## src/rtl/multi_cycle_ctrl.sv

```systemverilog
// Multi-cycle MIPS sequencing FSM: fetch/memory handshakes, IR/PC/RF write strobes,
// and cycle/retired-instruction counters. States: INIT reset | IF fetch req | IW wait word |
// ID decode | EX execute | ST store | LD load req | RDW wait load data | WB reg write.
module multi_cycle_ctrl #(
    parameter int CNT_W = 32
) (
    input  logic             clk,
    input  logic             rst,
    input  logic [5:0]       opcode,
    input  logic [5:0]       funct,
    input  logic             inst_nop,
    input  logic             branch_cond,
    output logic             inst_req_valid,
    input  logic             inst_req_ready,
    input  logic             inst_valid,
    output logic             inst_ready,
    output logic             mem_read,
    output logic             mem_write,
    input  logic             mem_req_ready,
    input  logic             read_data_valid,
    output logic             read_data_ready,
    output logic             ir_write,
    output logic             pc_write,
    output logic             reg_write,
    output logic             unknown_inst,
    output logic [8:0]       state,
    output logic [CNT_W-1:0] cycle_cnt,
    output logic [CNT_W-1:0] inst_cnt
);
    typedef enum logic [3:0] {
        S_INIT, S_IF, S_IW, S_ID, S_EX, S_ST, S_LD, S_RDW, S_WB
    } state_e;

    localparam logic [5:0] OP_RTYPE = 6'h00, OP_J     = 6'h02, OP_JAL   = 6'h03,
                           OP_BEQ   = 6'h04, OP_BNE   = 6'h05, OP_ADDIU = 6'h09,
                           OP_SLTI  = 6'h0a, OP_SLTIU = 6'h0b, OP_LUI   = 6'h0f,
                           OP_LW    = 6'h23, OP_SW    = 6'h2b;
    localparam logic [5:0] FN_SLL = 6'h00, FN_JR = 6'h08, FN_ADDU = 6'h21,
                           FN_OR  = 6'h25, FN_SLT = 6'h2a;

    state_e           state_q, state_d;
    logic [CNT_W-1:0] cycle_q, inst_q;
    logic             retire;
    logic             is_rtype, is_jr, known;

    assign is_rtype = (opcode == OP_RTYPE);
    assign is_jr    = is_rtype && (funct == FN_JR);

    always_comb begin
        known = 1'b0;
        if (is_rtype) begin
            known = (funct == FN_SLL) || (funct == FN_ADDU) || (funct == FN_OR) ||
                    (funct == FN_SLT) || (funct == FN_JR);
        end else begin
            case (opcode)
                OP_J, OP_JAL, OP_BEQ, OP_BNE, OP_ADDIU, OP_SLTI, OP_SLTIU,
                OP_LUI, OP_LW, OP_SW: known = 1'b1;
                default:              known = 1'b0;
            endcase
        end
    end

    always_comb begin
        state_d         = state_q;
        inst_req_valid  = 1'b0;
        inst_ready      = 1'b0;
        mem_read        = 1'b0;
        mem_write       = 1'b0;
        read_data_ready = 1'b0;
        ir_write        = 1'b0;
        pc_write        = 1'b0;
        reg_write       = 1'b0;
        unknown_inst    = 1'b0;
        retire          = 1'b0;
        case (state_q)
            S_INIT: state_d = S_IF;
            S_IF: begin
                inst_req_valid = 1'b1;
                if (inst_req_ready) state_d = S_IW;
            end
            S_IW: begin
                inst_ready = 1'b1;
                if (inst_valid) begin
                    ir_write = 1'b1;
                    state_d  = S_ID;
                end
            end
            S_ID: begin
                pc_write = 1'b1;
                // nop takes precedence: IR==0 also decodes as sll but must not execute
                if (inst_nop || !known) begin
                    unknown_inst = !inst_nop;
                    retire       = 1'b1;
                    state_d      = S_IF;
                end else begin
                    state_d = S_EX;
                end
            end
            S_EX: begin
                if (is_jr || opcode == OP_J) begin
                    pc_write = 1'b1;
                    retire   = 1'b1;
                    state_d  = S_IF;
                end else if (opcode == OP_BEQ || opcode == OP_BNE) begin
                    pc_write = branch_cond;
                    retire   = 1'b1;
                    state_d  = S_IF;
                end else if (opcode == OP_JAL) begin
                    pc_write = 1'b1;
                    state_d  = S_WB;
                end else if (opcode == OP_LW) begin
                    state_d = S_LD;
                end else if (opcode == OP_SW) begin
                    state_d = S_ST;
                end else begin
                    state_d = S_WB;
                end
            end
            S_ST: begin
                mem_write = 1'b1;
                if (mem_req_ready) begin
                    retire  = 1'b1;
                    state_d = S_IF;
                end
            end
            S_LD: begin
                mem_read = 1'b1;
                if (mem_req_ready) state_d = S_RDW;
            end
            S_RDW: begin
                read_data_ready = 1'b1;
                if (read_data_valid) state_d = S_WB;
            end
            S_WB: begin
                reg_write = 1'b1;
                retire    = 1'b1;
                state_d   = S_IF;
            end
            default: state_d = S_INIT;
        endcase
    end

    always_ff @(posedge clk) begin
        if (rst) begin
            state_q <= S_INIT;
            cycle_q <= '0;
            inst_q  <= '0;
        end else begin
            state_q <= state_d;
            cycle_q <= cycle_q + 1'b1;
            if (retire) inst_q <= inst_q + 1'b1;
        end
    end

    assign state     = 9'd1 << state_q;
    assign cycle_cnt = cycle_q;
    assign inst_cnt  = inst_q;
endmodule

```

## config.mk

```make
export PLATFORM = sky130hd
export DESIGN_NAME = multi_cycle_ctrl
export DESIGN_NICKNAME = d
export VERILOG_FILES = /design/src/rtl/multi_cycle_ctrl.sv
export SDC_FILE = /design/constraint.sdc
export NUM_CORES = 1
export LEC_CHECK = 0
export CORE_AREA = 2 2 98 100
export DETAILED_ROUTE_END_ITERATION = 8
export DIE_AREA = 0 0 100 102
export DONT_BUFFER_PORTS = 1
export GPL_ROUTABILITY_DRIVEN = 0
export GPL_TIMING_DRIVEN = 0
export SYNTH_ARGS = -nofsm -noshare
export SYNTH_HDL_FRONTEND = slang
export SYNTH_SLANG_ARGS = --single-unit
```

## constraint.sdc

```tcl
create_clock -name clk -period 5.72 [get_ports clk]
set_input_delay 1.43 -clock clk [delete_from_list [all_inputs] [get_ports clk]]
set_output_delay 1.43 -clock clk [all_outputs]
set_load 0.05 [all_outputs]
```

Yosys cells after proc, flatten, opt, wreduce, memory -nomap -nowiden
Index checks and enable logic that the tools add are counted.
- bits in registers: 68
- input port bits: 20
- output and inout bits: 82
- word-level logic and storage cells: 82
- $add $sub $neg: 2
- equality and inequality tests: 27
- shift operators: 1
- mux-type cells: 33
- reduce and logical (&&, ||, !) cells: 16
- operators by type and width (operator ; number):
    $add A32 B1 Y32 const B ; 2
    $mux W4 ; 10
    $pmux W4 S8 ; 1
    $eq A6 B4 Y1 const B ; 5
    $eq A6 B6 Y1 const B ; 5
    $mux W1 ; 19
    $eq A4 B3 Y1 const B ; 4
    $eq A6 B2 Y1 const B ; 2
    $eq A6 B3 Y1 const B ; 2
    $logic_not A6 Y1 ; 2
    $ne A2 B2 Y1 const B ; 5
    $reduce_or A10 Y1 ; 1
    $shl A1 B4 Y9 const A ; 1
    $eq A4 B2 Y1 const B ; 2
    $logic_or A1 B1 Y1 ; 7
    $reduce_and A5 Y1 ; 1
    $eq A4 B1 Y1 const B ; 1
    $eq A4 B4 Y1 const B ; 1
    $logic_not A4 Y1 ; 1
    $pmux W1 S4 ; 1
    $mux W3 ; 1
    $logic_not A1 Y1 ; 2
    $pmux W1 S2 ; 1
    $reduce_or A2 Y1 ; 1
    $logic_and A1 B1 Y1 ; 1

Logic depth before layout (Yosys ltp)
- word-level depth: 10
- depth in mapped cells: 10
- gate-level depth less buffers: 7

Worst setup path after synthesis
OpenSTA, ideal clock, no wires.
- path kind: input to output
- from: in opcode[0]
- to: out unknown_inst
- arrival time: 3.546 ns
- required time: 4.290 ns
- slack: 0.744 ns
- cell stages on the path: 7
- path buffers: 2
- cell sequence: or4_1 > a211oi_2 > o21ai_2 > a31oi_4 > buf_6 > buf_2 > nor2b_1
- longest elaborated chain between the ends: 8
- elaborated cells between the ends (all ways): 18
- classes of those cells: 10 x eq/ne; 4 x mux; 4 x reduce/logical
- RTL lines (element ; RTL line ; RTL):
    start, declared ; 9 ; input logic [5:0] opcode,
    $eq A6 B2 Y1, or another cell as far along ; 55 ; case (opcode)
    $reduce_or A10 Y1 ; 55 ;
    $mux W1 ; 55 ;
    $mux W1 * ; 51 ; if (is_rtype) begin
    $logic_not A1 Y1 * ; 91 ; if (inst_nop || !known) begin
    $logic_or A1 B1 Y1 * ; 91 ;
    $mux W1 * ; 91 ;
    $mux W1 * ; 75 ; case (state_q)
    end, declared ; 25 ; output logic unknown_inst,
Every way passes the cells marked *; elsewhere a longest branch is shown, timed or not.

Worst setup path in the final report
Ends and elaborated chain as after synthesis.

==> results by group <==
Floorplan
  – Io pins: 102
  – Die area: 10200 µm²
  – Die width: 100 µm
  – Starting Density: 39.0%
  – Num rows: 35
  – DIE HEIGHT: 102 µm
  – Core ar.: 9110 µm²

Power and ir drop
  – Pint: 726 µW
  – Leak: 0.00139 µW
  – Clk pwr share: 38.7%
  – Switching share of total power: 29.0%
  – Sw Pwr: 296 µW
  – Worst vdd ir: 0.137 mV
  – Power per standard cell area: 259 nW/µm²
  – Combinational share of power: 12.6%
  – Reg power frac: 48.7%

Critical path
  – CP peak stage delay: 0.80 ns
  – Startpoint Class: primary input
  – Critical-path cell list: or4_1 -> a211oi_2 -> o21ai_2 -> a31oi_4 -> buf_6 -> buf_2 -> nor2b_1
  – CP Buf/Inv Count: 2
  – CP top delay family: simple AND/OR/NAND/NOR gates
  – R2R depth: 10
  – CP Data Required Time: 4.29 ns
  – Slowest cell on the critical path: nor2b_1
  – Worst path depth: 7
  – Crit. End Element: output port
  – Reg2reg setup slack: 2.54 ns
  – Worst EP arrival: 3.73 ns
  – Critical path class: primary input to output port
  – Critical path peak fanout: 10

STA
  – Worst Max-Slew Pin Slew: 1.43 ns
  – Fin. max-slew vios: 0
  – Period Utilization, post-route: 90.2%
  – Final WS setup: 0.563 ns
  – Hold Fails Final Rpt: 0
  – # setup viols final: 0
  – Max Freq: 194 MHz
  – RSZ-0062 raised after global routing: false
  – Setup_tns: 0 ns
  – Tmin final: 5.16 ns
  – Slew headroom: 3.82%
  – Clock skew: 0.00649 ns

Logic synthesis
  – FFs w/ async S/R, synth: 0%
  – Synth Area per Inst: 8.40 µm²
  – Library cells used by synthesis: 52
  – Register area share after synthesis: 38.3%
  – Area contributors post-synth: dfxtp_1 38%, xor2_1 12%, nor2_1 7.3%, o2111ai_1 3.9%, and3_1 2.6%
  – Mapped Nets: 445
  – Seq cells post-synth: 68
  – Cell taking the most area after synthesis: dfxtp_1
  – Syn. warnings: 0
  – Cell area after synthesis: 3550 µm²
  – EDFF count, synth: 0
  – Synth Instances: 423
  – Synth top area share: 38.3%
  – Post-synth top flop: dfxtp_1

Finish
  – Antenna Cells: 0
  – Synth-to-Final Area Change: 11.0%
  – Layout cells sized above 1: 9.01%
  – Final nets: 461

CTS
  – Clock Latency Late Sink: 0.34 ns
  – H-tree depth: 3
  – CTS sink cnt: 68
  – Hold-fix buffers, CTS: 0
  – Total CTS buffers: 9
  – Number of setup buffers added after CTS: 0
  – Clock Pin Slew Worst Setup and Hold Paths: 0.07 ns
  – Root Driver: clkbuf_8
  – CTS max path bufs: 2
  – CTS tree: yes
  – Post-CTS sizing: 0

Placement
  – IO Port Bufs: 0
  – Pre-CTS setup slack: 0.554 ns
  – Post-DP HPWL: 6320 µm

GRT
  – Number of global-route vias before repair: 2704
  – Antenna violations before repair: 0
  – First-pass GRT wire length: 13400 µm
  – Total grt overflow: 0
  – Pin count of the biggest net entering global routing: 13
  – GRT Resource Usage Total: 16.5%

Min path
  – HP Class: flop to flop
  – Hold path depth: 1

Detailed routing
  – Antenna viol nets, final: 0
  – Number of DRC markers after the initial detailed-route iteration: 127
  – Routed length per instance: 15.5 µm
  – Pre-Repair DR Iteration Count: 4
  – DRC viols: 0
  – Routed WL: 8580 µm
  – Vias per cell: 5.45
  – Total vias in the final route: 3022

Run status
  – Status: finished clean

Run
  – MaxCap Viol Count: 0
-- power by group through the flow --
stage	sequential, µW	clock (µW)	combinational [µW]
after floorplan	506	0	106
after global placement	508	0	122
after detailed placement	509	0	129
after CTS	498	409	129
after global routing	498	432	141
final	498	396	129
-- flip-flops by register name, summed over array words and instances, names as in the netlist --
name       cells
cycle_cnt     32
inst_cnt      32
state_q        4
-- metal layers --
| layer | up-vias | global-route usage (%) | share of wire (%) |
|---|---|---|---|
| met4 | 0 | 4.00 | 0.71 |
| met5 | - | 0 | 0 |
| li1 | 1534 | - | - |
| met2 | 63 | 26.3 | 47 |
| met3 | 5 | 7.73 | 7.3 |
| met1 | 1420 | 20.3 | 45 |
-- worst paths after layout --
| path | from | endpoint |
|---|---|---|
| setup / recovery | opcode[0] | unknown_inst |
| hold / removal | cycle_cnt[0]$_SDFF_PP0_ | cycle_cnt[0]$_SDFF_PP0_ |
| setup reg to reg | state_q[2]$_SDFFE_PP0P_ | inst_cnt[13]$_SDFFE_PP0P_ |
| hold reg to reg | cycle_cnt[0]$_SDFF_PP0_ | cycle_cnt[0]$_SDFF_PP0_ |
-- Yosys cell counts (2+ instances only) --
cell type   n
a21oi_1    18
a31oi_1     5
and2_1      5
and3_1     15
and4_1      7
buf_1       2
buf_2       4
buf_4       2
buf_6       3
clkbuf_1   14
dfxtp_1    68
ha_1        2
inv_1       8
nand2_1    21
nand2b_1    8
nand3_1    15
nand4_1    10
nor2_1     69
nor2b_1     5
nor3_1     10
nor3b_1     4
nor4b_1     2
o2111ai_1  16
o211ai_1    6
o21ai_0    11
o21ai_1     7
or3_1      10
xnor2_1     6
xor2_1     47
-- cell families after synthesis --
family	Yosys count	synth area share (%)
AOI/OAI and AO/OA	77	15.5
xor gates and xnor gates	53	13.1
adders and majority gates	2	0.704
buffers and inverters	33	4.47
DFF	68	38.3
muxes	1	0.282
and+or+nand+nor	189	27.7
-- layout make-up --
class | count | area [µm²]
Multi-Input combinational cell | 322 | 2050
Timing Repair Buffer | 5 | 30.0
Clock inverter | 6 | 63.8
Buffer | 25 | 129
Fill cell | 925 | 5170
Tap cell | 111 | 139
Sequential cell | 68 | 1360
Clock buffer | 10 | 138
Inverter | 8 | 30.0
-- placed cells by master, fill, tap and decap left out, types with 2 or more instances in the layout --
| master | instances |
|---|---|
| nor2_1 | 69 |
| dfxtp_1 | 68 |
| xor2_1 | 47 |
| nand2_1 | 21 |
| a21oi_1 | 18 |
| o2111ai_1 | 16 |
| and3_1 | 15 |
| nand3_1 | 15 |
| clkbuf_1 | 14 |
| o21ai_0 | 11 |
| nor3_1 | 10 |
| or3_1 | 10 |
| nand4_1 | 10 |
| clkbuf_8 | 10 |
| inv_1 | 8 |
| nand2b_1 | 8 |
| o21ai_1 | 7 |
| and4_1 | 7 |
| xnor2_1 | 6 |
| o211ai_1 | 6 |
| nor2b_1 | 5 |
| and2_1 | 5 |
| a31oi_1 | 5 |
| buf_4 | 5 |
| buf_2 | 4 |
| nor3b_1 | 4 |
| buf_1 | 4 |
| buf_6 | 3 |
| nor4b_2 | 2 |
| nor4_2 | 2 |
| ha_1 | 2 |
| clkinvlp_4 | 2 |
| clkinv_2 | 2 |
-- worst register-to-register path, delay by kind of cell, from the launching register on --
family / cells / cell delay, ns
buf+inv: 3 / 0.63
flops: 1 / 0.31
simple gates: 3 / 0.94
compound gates: 3 / 0.96
xor+xnor: 1 / 0.22
-- stage by stage --
stage / power (µW) / hold WS (ns) / cells / area [µm²] / util (%)
floorplan: 612 / 0.661 / 423 / 3550 / -
global placement: 631 / 0.718 / 534 / 3690 / 40.5
detailed placement: 637 / 0.717 / 539 / 3740 / 41.1
CTS: 1040 / 0.745 / 555 / 3940 / 43.3
global route: 1070 / 0.792 / 555 / 3940 / 43.3
finish: 1020 / 0.746 / 555 / 3940 / 43.3
Power figures use the tool's default switching activity.
